File: src/rtl/fp_pkg.sv
// Shared definitions for the single-precision sequential divider.
// Holds the field widths, the exponent bias and the canonical quiet NaN.
// Also holds the FSM state encoding and the operand classification helpers.
package fp_pkg;

  localparam int EXP_W  = 8;
  localparam int FRAC_W = 23;
  localparam int BIAS   = 127;
  localparam int MANT_W = FRAC_W + 1;   // hidden bit + stored fraction
  localparam int QUO_W  = MANT_W + 1;   // one extra quotient bit for a/b in (0.5, 2)
  localparam int E_W    = 10;           // signed working exponent

  localparam logic [31:0] QNAN = 32'h7FC0_0000;

  typedef enum logic [2:0] {
    IDLE   = 3'd0,
    UNPACK = 3'd1,
    DIVIDE = 3'd2,
    NORM   = 3'd3,
    DONE   = 3'd4
  } state_t;

  // Denormals are flushed: any zero exponent counts as zero.
  function automatic logic is_zero(input logic [31:0] x);
    return x[FRAC_W +: EXP_W] == '0;
  endfunction

  function automatic logic is_inf(input logic [31:0] x);
    return (x[FRAC_W +: EXP_W] == '1) && (x[FRAC_W-1:0] == '0);
  endfunction

  function automatic logic is_nan(input logic [31:0] x);
    return (x[FRAC_W +: EXP_W] == '1) && (x[FRAC_W-1:0] != '0);
  endfunction

endpackage

File: src/rtl/fp_mant_divider.sv
// Iterative restoring mantissa divider, one quotient bit per step.
// Ports:
//   clk, rst  - clock and synchronous active-high reset
//   load      - capture dividend/divisor and clear the quotient
//   dividend  - 24-bit mantissa of a (hidden bit set)
//   divisor   - 24-bit mantissa of b (hidden bit set)
//   step      - perform one compare/subtract/shift iteration
//   quotient  - accumulated quotient; after 25 steps bit 24 has weight 2^0
module fp_mant_divider
  import fp_pkg::*;
(
  input  logic              clk,
  input  logic              rst,
  input  logic              load,
  input  logic [MANT_W-1:0] dividend,
  input  logic [MANT_W-1:0] divisor,
  input  logic              step,
  output logic [QUO_W-1:0]  quotient
);

  // The remainder stays below 2*divisor, so one bit beyond the mantissa
  // width is enough to hold it after each shift.
  logic [QUO_W-1:0]  rem_reg;
  logic [MANT_W-1:0] divisor_reg;
  logic [QUO_W-1:0]  quo_reg;

  logic              ge;
  logic [QUO_W-1:0]  diff;
  logic [QUO_W-1:0]  rem_shift;

  always_comb begin
    ge        = rem_reg >= {1'b0, divisor_reg};
    diff      = ge ? (rem_reg - {1'b0, divisor_reg}) : rem_reg;
    // After the restore step diff < divisor, so its top bit is always zero.
    rem_shift = {diff[QUO_W-2:0], 1'b0};
  end

  always_ff @(posedge clk) begin
    if (rst) begin
      rem_reg     <= '0;
      divisor_reg <= '0;
      quo_reg     <= '0;
    end else if (load) begin
      rem_reg     <= {1'b0, dividend};
      divisor_reg <= divisor;
      quo_reg     <= '0;
    end else if (step) begin
      rem_reg     <= rem_shift;
      quo_reg     <= {quo_reg[QUO_W-2:0], ge};
    end
  end

  assign quotient = quo_reg;

endmodule

File: src/rtl/fp_divider_seq.sv
// Sequential IEEE-754 single-precision divider, result = a / b.
// Restoring division, one quotient bit per clock, truncating rounding,
// denormals flushed to zero.
// Ports:
//   clk, rst     - clock and synchronous active-high reset
//   start        - request, only sampled while idle
//   a, b         - dividend and divisor, captured on an accepted start
//   busy         - operation in flight
//   done         - one-cycle pulse when result and flags are valid
//   result       - quotient, held until the next completion
//   div_by_zero  - finite nonzero a divided by zero
//   invalid      - 0/0, Inf/Inf or a NaN operand
module fp_divider_seq
  import fp_pkg::*;
(
  input  logic        clk,
  input  logic        rst,
  input  logic        start,
  input  logic [31:0] a,
  input  logic [31:0] b,
  output logic        busy,
  output logic        done,
  output logic [31:0] result,
  output logic        div_by_zero,
  output logic        invalid
);

  state_t                state_reg, state_next;
  logic [31:0]           a_reg, a_next;
  logic [31:0]           b_reg, b_next;
  logic                  sign_reg, sign_next;
  logic signed [E_W-1:0] exp_reg, exp_next;
  logic [4:0]            count_reg, count_next;
  logic                  busy_reg, busy_next;
  logic                  done_reg, done_next;
  logic [31:0]           result_reg, result_next;
  logic                  dbz_reg, dbz_next;
  logic                  inv_reg, inv_next;
  // Outcome computed in UNPACK or NORM, published together with done.
  logic [31:0]           pend_res_reg, pend_res_next;
  logic                  pend_dbz_reg, pend_dbz_next;
  logic                  pend_inv_reg, pend_inv_next;

  logic                  mant_load;
  logic                  mant_step;
  logic [QUO_W-1:0]      quotient;

  logic                  a_zero, a_inf, a_nan, b_zero, b_inf, b_nan;
  logic signed [E_W-1:0] e_calc;
  logic signed [E_W-1:0] e_adj;
  logic [FRAC_W-1:0]     frac;

  fp_mant_divider u_mant (
    .clk      (clk),
    .rst      (rst),
    .load     (mant_load),
    .dividend ({1'b1, a_reg[FRAC_W-1:0]}),
    .divisor  ({1'b1, b_reg[FRAC_W-1:0]}),
    .step     (mant_step),
    .quotient (quotient)
  );

  always_comb begin
    a_zero = is_zero(a_reg);
    a_inf  = is_inf(a_reg);
    a_nan  = is_nan(a_reg);
    b_zero = is_zero(b_reg);
    b_inf  = is_inf(b_reg);
    b_nan  = is_nan(b_reg);
    e_calc = $signed({2'b00, a_reg[FRAC_W +: EXP_W]})
           - $signed({2'b00, b_reg[FRAC_W +: EXP_W]})
           + $signed(E_W'(BIAS));
    // A quotient below 1.0 needs one left shift, costing one exponent step.
    e_adj  = quotient[QUO_W-1] ? exp_reg : (exp_reg - $signed(E_W'(1)));
    frac   = quotient[QUO_W-1] ? quotient[FRAC_W:1] : quotient[FRAC_W-1:0];
  end

  always_comb begin
    state_next    = state_reg;
    a_next        = a_reg;
    b_next        = b_reg;
    sign_next     = sign_reg;
    exp_next      = exp_reg;
    count_next    = count_reg;
    busy_next     = busy_reg;
    done_next     = 1'b0;
    result_next   = result_reg;
    dbz_next      = dbz_reg;
    inv_next      = inv_reg;
    pend_res_next = pend_res_reg;
    pend_dbz_next = pend_dbz_reg;
    pend_inv_next = pend_inv_reg;
    mant_load     = 1'b0;
    mant_step     = 1'b0;

    case (state_reg)
      IDLE: begin
        if (start) begin
          a_next     = a;
          b_next     = b;
          busy_next  = 1'b1;
          dbz_next   = 1'b0;
          inv_next   = 1'b0;
          state_next = UNPACK;
        end
      end

      UNPACK: begin
        sign_next     = a_reg[31] ^ b_reg[31];
        exp_next      = e_calc;
        pend_dbz_next = 1'b0;
        pend_inv_next = 1'b0;
        state_next    = DONE;
        if (a_nan || b_nan || (a_zero && b_zero) || (a_inf && b_inf)) begin
          pend_res_next = QNAN;
          pend_inv_next = 1'b1;
        end else if (b_zero && !a_inf) begin
          pend_res_next = {a_reg[31] ^ b_reg[31], {EXP_W{1'b1}}, {FRAC_W{1'b0}}};
          pend_dbz_next = 1'b1;
        end else if (a_inf || b_zero) begin
          pend_res_next = {a_reg[31] ^ b_reg[31], {EXP_W{1'b1}}, {FRAC_W{1'b0}}};
        end else if (a_zero || b_inf) begin
          pend_res_next = {a_reg[31] ^ b_reg[31], 31'd0};
        end else begin
          mant_load  = 1'b1;
          count_next = 5'd0;
          state_next = DIVIDE;
        end
      end

      DIVIDE: begin
        mant_step  = 1'b1;
        count_next = count_reg + 5'd1;
        if (count_reg == 5'd24) begin
          state_next = NORM;
        end
      end

      NORM: begin
        if (e_adj >= $signed(E_W'(255))) begin
          pend_res_next = {sign_reg, {EXP_W{1'b1}}, {FRAC_W{1'b0}}};
        end else if (e_adj <= $signed(E_W'(0))) begin
          pend_res_next = {sign_reg, 31'd0};
        end else begin
          pend_res_next = {sign_reg, e_adj[EXP_W-1:0], frac};
        end
        state_next = DONE;
      end

      DONE: begin
        done_next   = 1'b1;
        busy_next   = 1'b0;
        result_next = pend_res_reg;
        dbz_next    = pend_dbz_reg;
        inv_next    = pend_inv_reg;
        state_next  = IDLE;
      end

      default: begin
        state_next = IDLE;
        busy_next  = 1'b0;
      end
    endcase
  end

  always_ff @(posedge clk) begin
    if (rst) begin
      state_reg    <= IDLE;
      a_reg        <= '0;
      b_reg        <= '0;
      sign_reg     <= 1'b0;
      exp_reg      <= '0;
      count_reg    <= '0;
      busy_reg     <= 1'b0;
      done_reg     <= 1'b0;
      result_reg   <= '0;
      dbz_reg      <= 1'b0;
      inv_reg      <= 1'b0;
      pend_res_reg <= '0;
      pend_dbz_reg <= 1'b0;
      pend_inv_reg <= 1'b0;
    end else begin
      state_reg    <= state_next;
      a_reg        <= a_next;
      b_reg        <= b_next;
      sign_reg     <= sign_next;
      exp_reg      <= exp_next;
      count_reg    <= count_next;
      busy_reg     <= busy_next;
      done_reg     <= done_next;
      result_reg   <= result_next;
      dbz_reg      <= dbz_next;
      inv_reg      <= inv_next;
      pend_res_reg <= pend_res_next;
      pend_dbz_reg <= pend_dbz_next;
      pend_inv_reg <= pend_inv_next;
    end
  end

  assign busy        = busy_reg;
  assign done        = done_reg;
  assign result      = result_reg;
  assign div_by_zero = dbz_reg;
  assign invalid     = inv_reg;

endmodule

File: config.mk
export PLATFORM = sky130hd
export DESIGN_NAME = fp_divider_seq
export DESIGN_NICKNAME = d
export VERILOG_FILES = /design/src/rtl/fp_pkg.sv /design/src/rtl/fp_mant_divider.sv /design/src/rtl/fp_divider_seq.sv
export SDC_FILE = /design/constraint.sdc
export NUM_CORES = 1
export LEC_CHECK = 0
export CAP_MARGIN = 10
export CORE_MARGIN = 1
export CORE_UTILIZATION = 62
export DETAILED_ROUTE_END_ITERATION = 8
export PLACE_DENSITY = 0.87
export SETUP_SLACK_MARGIN = 0.02
export SLEW_MARGIN = 20
export SYNTH_ARGS = -nofsm -noshare
export SYNTH_HDL_FRONTEND = slang
export SYNTH_HIERARCHICAL = 1
export SYNTH_SLANG_ARGS = --single-unit
export TNS_END_PERCENT = 10
File: constraint.sdc
create_clock -name clk -period 5.2 [get_ports clk]
set_input_delay 0.52 -clock clk [delete_from_list [all_inputs] [get_ports clk]]
set_output_delay 0.52 -clock clk [all_outputs]
set_load 0.02 [all_outputs]
==> summary.txt, run 1 <==
STA
  • Final setup TNS: 0 ps
  • Final Setup Violations: 0
  • Achievable clock frequency: 297 MHz
  • Clock Skew: 16.1 ps
  • Worst Max-Slew Pin Slew: 1050 ps
  • Final worst path period share: 64.8%
  • Crit path time final: 3370 ps
  • Hold Fails Final Rpt: 0
  • Max-Slew Margin vs Limit: 29.9%
  • RSZ-0062 raised after global routing: no
  • Slew Viols, Final: 0

Setup path
  • Crit-path slowest cell: nand2_1
  • Worst Path Max Fanout: 28
  • Crit path kind: flop to flop
  • CP Launch Type: flop
  • Crit path max-delay family: simple AND/OR/NAND/NOR gates
  • Crit path cell chain: and2b_2 > nand2b_1 > nor2_4 > clkinv_1 > nand2_1 > nor2_1 > a22o_1
  • Critical path required time: 5610 ps
  • Worst path arrival time: 3780 ps
  • Crit. End Element: flop
  • Worst path bufs/invs: 1
  • CP max stage delay: roughly 830 ps

Clock network
  • CTS buffer count: 24
  • Clock buffer depth: 3
  • # hold bufs at CTS: 0
  • TritonCTS clock tree: done
  • Setup bufs post-CTS: 0
  • H-tree levels: 1
  • Clk sink count: 227
  • CTS root buf: clkbuf_16
  • Clk_lat worst skew: 510 ps
  • Clock Pin Slew Worst Setup and Hold Paths: 60 ps
  • Post-CTS Resized: 0

Power
  • Pwr dens: roughly 470 nW/um2
  • Cell leakage power: 4.73 nW
  • Worst IR drop on VDD: 0.285 mV

Layout
  • Nets: approximately 1.5k
  • Cell Count, Final, Fillers Out: ~1.7k
  • Fillcell total: 1301
  • Area Overhead vs Synth: 15.8%
  • Fraction of layout cells with a size suffix above 1: 7.17%
  • FF+latch area: around 4500 um2
  • Ant. Diodes: 0
  • Area of the multi-input gates: around 6100 um2

Floorplan
  • Die area: about 19000 um2
  • Row cnt: 48
  • Std-Cell Core Area: between 15000 and 20000 um2
  • Starting density of the core: between 60% and 70%
  • Die Width: 137 um
  • Die H: 137 um
  • # IOs: 103

GRT
  • Initial antenna violation count: 0
  • GRT overflow: 0
  • Number of global-route vias before repair: 9197
  • Largest net degree at the start of global routing: 67
  • First-pass GRT wire length: 44.7 mm
  • Total global-route track usage: 29.7%

Worst hold path
  • Worst min-delay path class: flop to flop

Drt
  • Initial DRC Count: 903
  • DRT Pass-1 Iters: 7
  • Detailed Route WL: 27.7 mm
  • DRC viols: 0
  • DR WL/cell: 16.5 um
  • Vias/cell: 6.00
  • Vias: 10.1k
  • Final antenna-violating net count: 0

Yosys
  • Mapped Avg Cell Area: 8.19 um2
  • Ys flop type: dfxtp_1
  • Post-Syn Area: 11300 um2
  • Synth Warn #: 6
  • EDFF count, synth: 0
  • Post-synthesis async set-or-reset flop share: 0%
  • Synth Instances: ~1.4k
  • Yosys cell types: 94
  • Sequential area share after synthesis: 40.3%
  • #FFs+latches synth: 227

Placed design
  • DP HPWL: 18.9 mm
  • GP Congestion: around 0.95
  • Port bufs: 102
  • Placed Cells: 1634

Run status
  • Outcome: finished clean

Job
  • Max-Cap Viols: 0
[logic make-up (layout without fill, tap and decap cells)]
logic type,after synthesis,in the layout,share of synthesized area (%)
flip-flops,227,227,40.3
multiplexers,78,78,6.92
other,1,2,0.0332
adder cells (fa/ha/maj),38,38,4.35
XOR/XNOR,36,36,2.93
AND/OR/NAND/NOR,539,539,21.5
buffers and inverters,136,207,5.54
AO/OA/AOI/OAI,323,323,18.4
[layout make-up]
class	instances	share of cell area (%)
Timing Repair Buffer	112	8.37
Tap cell	225	2.15
Multi-Input combinational cell	1016	47.0
Clock buffer	31	5.11
Inverter	54	1.55
Clock inverter	10	1.01
Sequential cell	227	34.8
[synth_stat cells (all sizes together) (2+ instances only)]
library cell    n  share of area, %
a211oi         15               1.0
a21o           13              0.86
a21oi         140               6.3
a22o            2              0.16
a22oi           7              0.51
a311o           4              0.35
a31o            3              0.23
a31oi           9              0.55
a32oi           3              0.23
a41oi           2              0.16
and2            9              0.52
and2b           2              0.14
and3            5              0.28
buf            27               1.7
clkbuf         51               1.7
dfxtp         227                40
dlygate4sd3     2              0.18
fa              2              0.35
ha             36               4.0
inv            53               1.8
mux2i          78               6.9
nand2         286               9.7
nand2b         10              0.55
nand3          14              0.62
nand4          17              0.94
nor2          108               3.7
nor2b           9              0.57
nor3           36               1.7
nor4           23               1.5
o2111ai         3              0.29
o211ai          8              0.53
o21a            5              0.40
o21ai          74               4.0
o21bai          3              0.20
o22ai           5              0.28
o311ai          2              0.22
o31ai           5              0.38
o32ai           8              0.75
or2             3              0.17
or2b            2              0.13
or3             8              0.49
xnor2          19               1.6
xor2           17               1.3
[tightest hold or removal path, stage by stage (launching register included)]
cell	delay, ps
dfxtp_1	310
nand2_1	50
a21oi_1	50
[where the power goes]
group	switching [W]	total, W	internal (W)	leakage, nW
combinational	0.00151	0.00244	0.000927	2.49
clock	0.000675	0.00173	0.00105	0.393
sequential	0.000139	0.00201	0.00187	1.84
total	0.00232	0.00617	0.00385	4.73
[per-stage QoR]
stage / hold WS [ps] / power [W] / util (%) / worst slack, ps / cell area [um2]
2_1_floorplan: 425 / 0.00397 / - / 2610 / 11300
3_3_place_gp: 438 / 0.00433 / 69.9 / 2080 / 12300
3_5_place_dp: 441 / 0.00439 / 69.9 / 1940 / 12300
4_1_cts: 452 / 0.00612 / 74.4 / 1890 / 13100
5_1_grt: 459 / 0.00646 / 74.5 / 1550 / 13100
6_report: 450 / 0.00617 / 74.5 / 1830 / 13100
[worst paths after layout]
kind / start / to / slack (ps) / depth (start not counted)
worst max-delay path: state_reg[0] / u_mant/rem_reg[5] / 1830 / 7
worst min register to register: pend_res_reg[18] / result[18] / 450 / 2
worst min-delay path: pend_res_reg[18] / result[18] / 450 / 2
worst max register to register: state_reg[0] / u_mant/rem_reg[5] / 1830 / 7
[metal layers]
layer	share of wire (%)	up-vias	GRT usage (%)
met2	46	385	48.0
met5	0	-	0
met3	7.3	66	4.41
met4	2.3	0	9.52
li1	-	4902	-
met1	44	4697	40.8
[cells in the final DEF (no fill, tap or decap), types with 4 or more instances in the layout]
master	n
a21oi_1	138
o31ai_1	4
or3_1	6
a311o_1	4
and3_1	5
xor2_1	17
o21ai_2	22
clkbuf_1	4
nor4_1	20
nand2b_1	10
a211oi_1	15
clkinv_2	5
ha_1	36
a31oi_1	8
dfxtp_1	227
a21o_1	13
inv_1	53
o32ai_1	6
nand4_1	17
o21ai_1	12
nor3_1	33
mux2i_1	78
nor2_1	105
o21ai_0	40
buf_4	11
xnor2_1	17
nand3_1	14
nand2_1	284
o21a_1	4
nor2b_1	8
o211ai_1	8
a22oi_1	6
clkdlybuf4s50_1	101
and2_1	5
clkbuf_16	25
o22ai_1	5
Note: power is estimated with default switching activity, not from simulation.
==> run 2: changes to the inputs <==
- CORE_UTILIZATION: 62 -> 52
- PLACE_DENSITY: 0.87 -> 0.78
- clock period: 5.2 -> 3.05 ns (I/O delays scaled with it)
==> summary.txt, run 2 (same netlist as run 1, synthesis figures left out) <==
STA
  • Clock Skew: 14.6 ps
  • RSZ-0062 raised after global routing: no
  • Max-Slew Margin vs Limit: 52.3%
  • Hold Fails Final Rpt: 0
  • Crit path time final: between 2000 and 3000 ps
  • Achievable clock frequency: 361 MHz
  • Final setup TNS: 0 ps
  • Slew Viols, Final: 0
  • Final Setup Violations: 0
  • Worst Max-Slew Pin Slew: 716 ps
  • Final worst path period share: 90.8%

Floorplan
  • Die area: ~22000 um2
  • # IOs: around 100
  • Std-Cell Core Area: approximately 21000 um2
  • Die Width: ~150 um
  • Die H: 149 um
  • Row cnt: 53
  • Starting density of the core: 53.3%

Setup path
  • Reg2Reg Setup Slack: 280 ps
  • CP Launch Type: flop
  • Crit path kind: flop to flop
  • Worst Path Max Fanout: 19
  • Most frequent CP cell: o21ai_2
  • Crit path max-delay family: compound AO/OA/AOI/OAI gates
  • Critical path required time: roughly 3500 ps
  • RR Startpoint: u_mant/divisor_reg[1]
  • Crit path cell chain: inv_1 > ha_1 > nor2b_1 > o21ai_0 > a21oi_2 > o21ai_2 > o21ai_2 > nor2_4 > nor4_1 > o32ai_1
  • Crit. End Element: flop
  • CP max stage delay: 470 ps
  • Crit-path slowest cell: nor2_4
  • Worst path bufs/invs: 1
  • Worst R2R Path Depth: 10
  • Worst path arrival time: around 3200 ps
  • Crit Reg-Reg Endpoint: u_mant/rem_reg[11]

Layout
  • Most frequent cells in the layout: nand2_1, dfxtp_1, a21oi_1, nor2_1, clkdlybuf4s50_1
  • Fillcell total: 1803
  • FF+latch area: 4540 um2
  • Commonest non-fill, non-tap cell in the layout: nand2_1
  • Nets: 1549
  • Area Overhead vs Synth: 17.6%
  • Cell Count, Final, Fillers Out: 1737
  • Fraction of layout cells with a size suffix above 1: slightly above 8%
  • Area of the multi-input gates: 6140 um2
  • Ant. Diodes: 0

Run status
  • Outcome: finished clean

GRT
  • Met3 Use GR: 3.15%
  • Number of global-route vias before repair: 9262
  • GRT overflow: 0
  • Largest net degree at the start of global routing: 66
  • Total global-route track usage: around 25%
  • Initial antenna violation count: 0
  • Grt met1 use: roughly 35%
  • Most used routing layer: met2
  • First-pass GRT wire length: 45.1 mm
  • Met2 usage: 40.3%

Clock network
  • Setup bufs post-CTS: 0
  • CTS root buf: clkbuf_16
  • # hold bufs at CTS: 0
  • Clk_lat worst skew: 530 ps
  • H-tree levels: 1
  • Clk sink count: 227
  • Clock Pin Slew Worst Setup and Hold Paths: ~70 ps
  • Post-CTS Resized: 0
  • CTS buffer count: 24
  • TritonCTS clock tree: done
  • Clock buffer depth: 3

Placed design
  • Port bufs: 102
  • DP HPWL: 18.9 mm
  • Placed Cells: 1693
  • GP Congestion: just under 0.9

Worst hold path
  • Hold Path Depth: 2
  • Worst min-delay path class: primary input to flop
  • WHS Endpoint: pend_dbz_reg
  • Hold Startpoint: rst

Drt
  • DRT Pass-1 Iters: 5
  • Vias: 9850
  • Vias/cell: approximately 5.7
  • Detailed Route WL: ~27 mm
  • DR WL/cell: between 15 and 20 um
  • DRC viols: 0
  • Final antenna-violating net count: 0
  • Initial DRC Count: 706

Power
  • Pwr dens: 810 nW/um2
  • Cell leakage power: approximately 4.8 nW
  • Worst IR drop on VDD: approximately 0.59 mV
  • Sw Pwr: 0.00405 W
  • Internal: about 0.0067 W
  • Sequential power share: 31.8%
  • Combinational Power Share: 39.3%
  • Pwr Total: 0.0107 W
  • Net Sw Frac: 37.7%
  • Clk pwr share: 28.9%

Job
  • Max-Cap Viols: 0
==> run 2: per-stage QoR <==
stage / hold slack, ps / area [um2] / util (%) / setup slack (ps)
global placement: 439 / 12400 / 58.7 / 298
CTS: 204 / 13300 / 62.7 / 170
finish: 227 / 13300 / 62.7 / 281
floorplan: 425 / 11300 / - / 458
detailed placement: 440 / 12400 / 58.7 / 198
global route: 236 / 13300 / 62.7 / 117
==> run 2: how the worst max path moves through the flow <==
stage	endpoint	slack, ps	cells after the start	from
after floorplan	exp_reg[8]	460	11	a_reg[23]
after global placement	exp_reg[8]	300	11	a_reg[23]
after detailed placement	exp_reg[8]	200	10	b_reg[23]
after CTS	exp_reg[8]	170	11	a_reg[23]
after global routing	u_mant/rem_reg[7]	120	10	u_mant/divisor_reg[1]
final	u_mant/rem_reg[11]	280	10	u_mant/divisor_reg[1]
==> run 2: layout make-up <==
| cell class | instances | area share, % |
|---|---|---|
| multi-input cells | 1016 | 46.3 |
| flip-flops and latches | 227 | 34.2 |
| repair buffers | 121 | 8.94 |
| clock buffers | 31 | 5.02 |
| well taps | 275 | 2.59 |
| inverters | 54 | 1.53 |
| clock inverters | 13 | 1.40 |
==> run 2: power groups by stage <==
stage	Clock [W]	Sequential (W)	Combinational (W)
2_1_floorplan	0	0.00339	0.00339
3_3_place_gp	0	0.00347	0.00404
3_5_place_dp	0	0.00348	0.00410
4_1_cts	0.00315	0.00341	0.00413
5_1_grt	0.00327	0.00345	0.00459
6_report	0.00310	0.00342	0.00423
==> run 2: worst register-to-register path: stages, from the launching register on <==
cell and delay, ps:
dfxtp_1 380, inv_1 60, ha_1 280, nor2b_1 150
o21ai_0 300, a21oi_2 140, o21ai_2 310, o21ai_2 170
nor2_4 470, nor4_1 140, o32ai_1 300
==> run 2: metal layers <==
metal / wire length (um) / up-vias / part of all wire, %
li1: - / 4919 / -
met2: 12500 / 312 / 46
met5: 0 / - / 0
met1: 12600 / 4584 / 46
met4: 462 / 0 / 1.7
met3: 1590 / 35 / 5.8
==> run 3: changes to the inputs <==
- PLACE_DENSITY: 0.78 -> 0.76
- REMOVE_ABC_BUFFERS: not set -> 1
- TNS_END_PERCENT: 10 -> not set
==> summary.txt, run 3 (same netlist as run 1, synthesis figures left out) <==
Run status
  • Outcome: finished clean

Clock network
  • CTS buffer count: 24
  • H-tree levels: 1
  • TritonCTS clock tree: done
  • Clk_lat worst skew: 530 ps
  • Clock buffer depth: 3
  • Clock Pin Slew Worst Setup and Hold Paths: 60 ps
  • CTS root buf: clkbuf_16
  • Post-CTS Resized: 0
  • Clk sink count: between 200 and 250
  • Setup bufs post-CTS: 0
  • # hold bufs at CTS: 0

Drt
  • Final antenna-violating net count: 0
  • DR WL/cell: roughly 15 um
  • Total length of routed met2 wires: 11.9 mm
  • Vias: 9713
  • DRT Pass-1 Iters: 5
  • Top layer reached by signal wires: met4
  • Met1 WL: 12.6 mm
  • DRC viols: 0
  • Initial DRC Count: ~610
  • Vias/cell: 5.59
  • Met3 WL: 1.20 mm
  • Detailed Route WL: 26.5 mm

Setup path
  • Crit path max-delay family: compound AO/OA/AOI/OAI gates
  • Levels on crit path: 11
  • Worst R2R Path Depth: 11
  • Crit path cell chain: ha_1 > inv_1 > fa_1 > a211oi_1 > nor2_1 > xnor2_1 > a2111oi_0 > buf_4 > a22oi_1 > xnor2_1 > a21oi_1
  • Worst path arrival time: 3110 ps
  • Crit. End Element: flop
  • Most frequent CP cell: xnor2_1
  • CP Launch Type: flop
  • Crit-path slowest cell: a2111oi_0
  • CP max stage delay: about 400 ps
  • Critical path required time: between 3000 and 4000 ps
  • RR Startpoint: b_reg[23]
  • Reg2Reg Setup Slack: 320 ps
  • Worst Path Max Fanout: 4
  • Crit Reg-Reg Endpoint: exp_reg[8]
  • Crit path kind: flop to flop
  • Worst path bufs/invs: 2

STA
  • Slew Viols, Final: 0
  • Clock Skew: 13.0 ps
  • Final worst path period share: 89.5%
  • Worst Max-Slew Pin Slew: 747 ps
  • Achievable clock frequency: 366 MHz
  • Post-layout worst setup margin: 321 ps
  • Crit path time final: 2730 ps
  • Hold Fails Final Rpt: 0
  • Max-Slew Margin vs Limit: 50.1%
  • RSZ-0062 raised after global routing: no
  • Final Setup Violations: 0

Layout
  • Area Overhead vs Synth: 17.1%
  • Post-layout util: 62.5%
  • Most frequent cells in the layout: nand2_1, dfxtp_1, a21oi_1, nor2_1, clkdlybuf4s50_1
  • Ant. Diodes: 0
  • Nets: approximately 1.6k
  • Fin area: 13200 um2
  • Cell Count, Final, Fillers Out: 1739
  • Fraction of layout cells with a size suffix above 1: 8.13%
  • Commonest non-fill, non-tap cell in the layout: nand2_1

Power
  • Clk pwr share: 27.3%
  • Worst IR drop on VDD: between 0.5 and 0.6 mV
  • Pwr Total: 0.0105 W
  • Combinational Power Share: between 40 and 50%
  • Cell leakage power: 4.78 nW
  • Net Sw Frac: 38.1%
  • Internal: 0.00651 W
  • Sw Pwr: 0.00400 W
  • Pwr dens: 796 nW/um2
  • Sequential power share: roughly a third

Worst hold path
  • Worst min-delay path class: primary input to flop
  • Hold Startpoint: rst
  • WHS Endpoint: count_reg[1]
  • Hold Path Depth: 2

GRT
  • Number of global-route vias before repair: 9242
  • Initial antenna violation count: 0
  • Largest net degree at the start of global routing: 52
  • First-pass GRT wire length: 44.5 mm
  • Total global-route track usage: 24.1%
  • GRT overflow: 0

Floorplan
  • Die Width: 149 um
  • Row cnt: 53
  • Die area: 22300 um2
  • Starting density of the core: between 50% and 60%
  • Std-Cell Core Area: 21200 um2
  • # IOs: ~100
  • Die H: roughly 150 um

Job
  • Max-Cap Viols: 0

Placed design
  • Placed Cells: about 1.7k
  • Dpl cell area: between 10000 and 15000 um2
  • GP Congestion: 0.906
  • Dpl ws: 358 ps
  • DP HPWL: 18.5 mm
  • Port bufs: a little over 100
-- run 3: cell types whose count changed in the layout (fill, tap and decap cells not counted) --
cell / delta
buf_4: +3
clkbuf_1: +1
a2111oi_2: -1
or3_4: -1
bufinv_16: -3
clkbuf_8: +1
a2111oi_0: +1
or3_2: +1
-- run 3: through the flow --
stage,TNS [ps],hold WS (ps)
after floorplan,-155670,374
after global placement,0,437
after detailed placement,0,442
after CTS,0,225
after global routing,0,265
final,0,242
-- run 3: routing by layer --
| metal | vias up | GRT usage [%] |
|---|---|---|
| met4 | 0 | 8.67 |
| met1 | 4486 | 32.3 |
| li1 | 4909 | - |
| met3 | 54 | 3.27 |
| met2 | 264 | 39.7 |
| met5 | - | 0 |
-- run 3: layout make-up --
cell class / count / area [um2]
Fill cell: 1832 / 7940
Multi-Input combinational cell: 1016 / 6130
Sequential cell: 227 / 4540
Timing Repair Buffer: 124 / 1210
Clock buffer: 33 / 684
Tap cell: 275 / 344
Inverter: 54 / 203
Clock inverter: 10 / 95.1
-- run 3: worst max-delay path by stage --
stage / startpoint / to
final: b_reg[23] / exp_reg[8]
after global routing: b_reg[23] / exp_reg[8]
after global placement: a_reg[23] / exp_reg[8]
after detailed placement: b_reg[23] / exp_reg[8]
after CTS: b_reg[23] / exp_reg[8]
after floorplan: state_reg[0] / u_mant/rem_reg[8]
-- run 3: power by group through the flow --
stage	clock [W]	combinational, W	sequential [W]
global route	0.00303	0.00461	0.00343
global placement	0	0.00409	0.00346
detailed placement	0	0.00415	0.00346
finish	0.00287	0.00424	0.00340
floorplan	0	0.00310	0.00340
CTS	0.00293	0.00418	0.00340
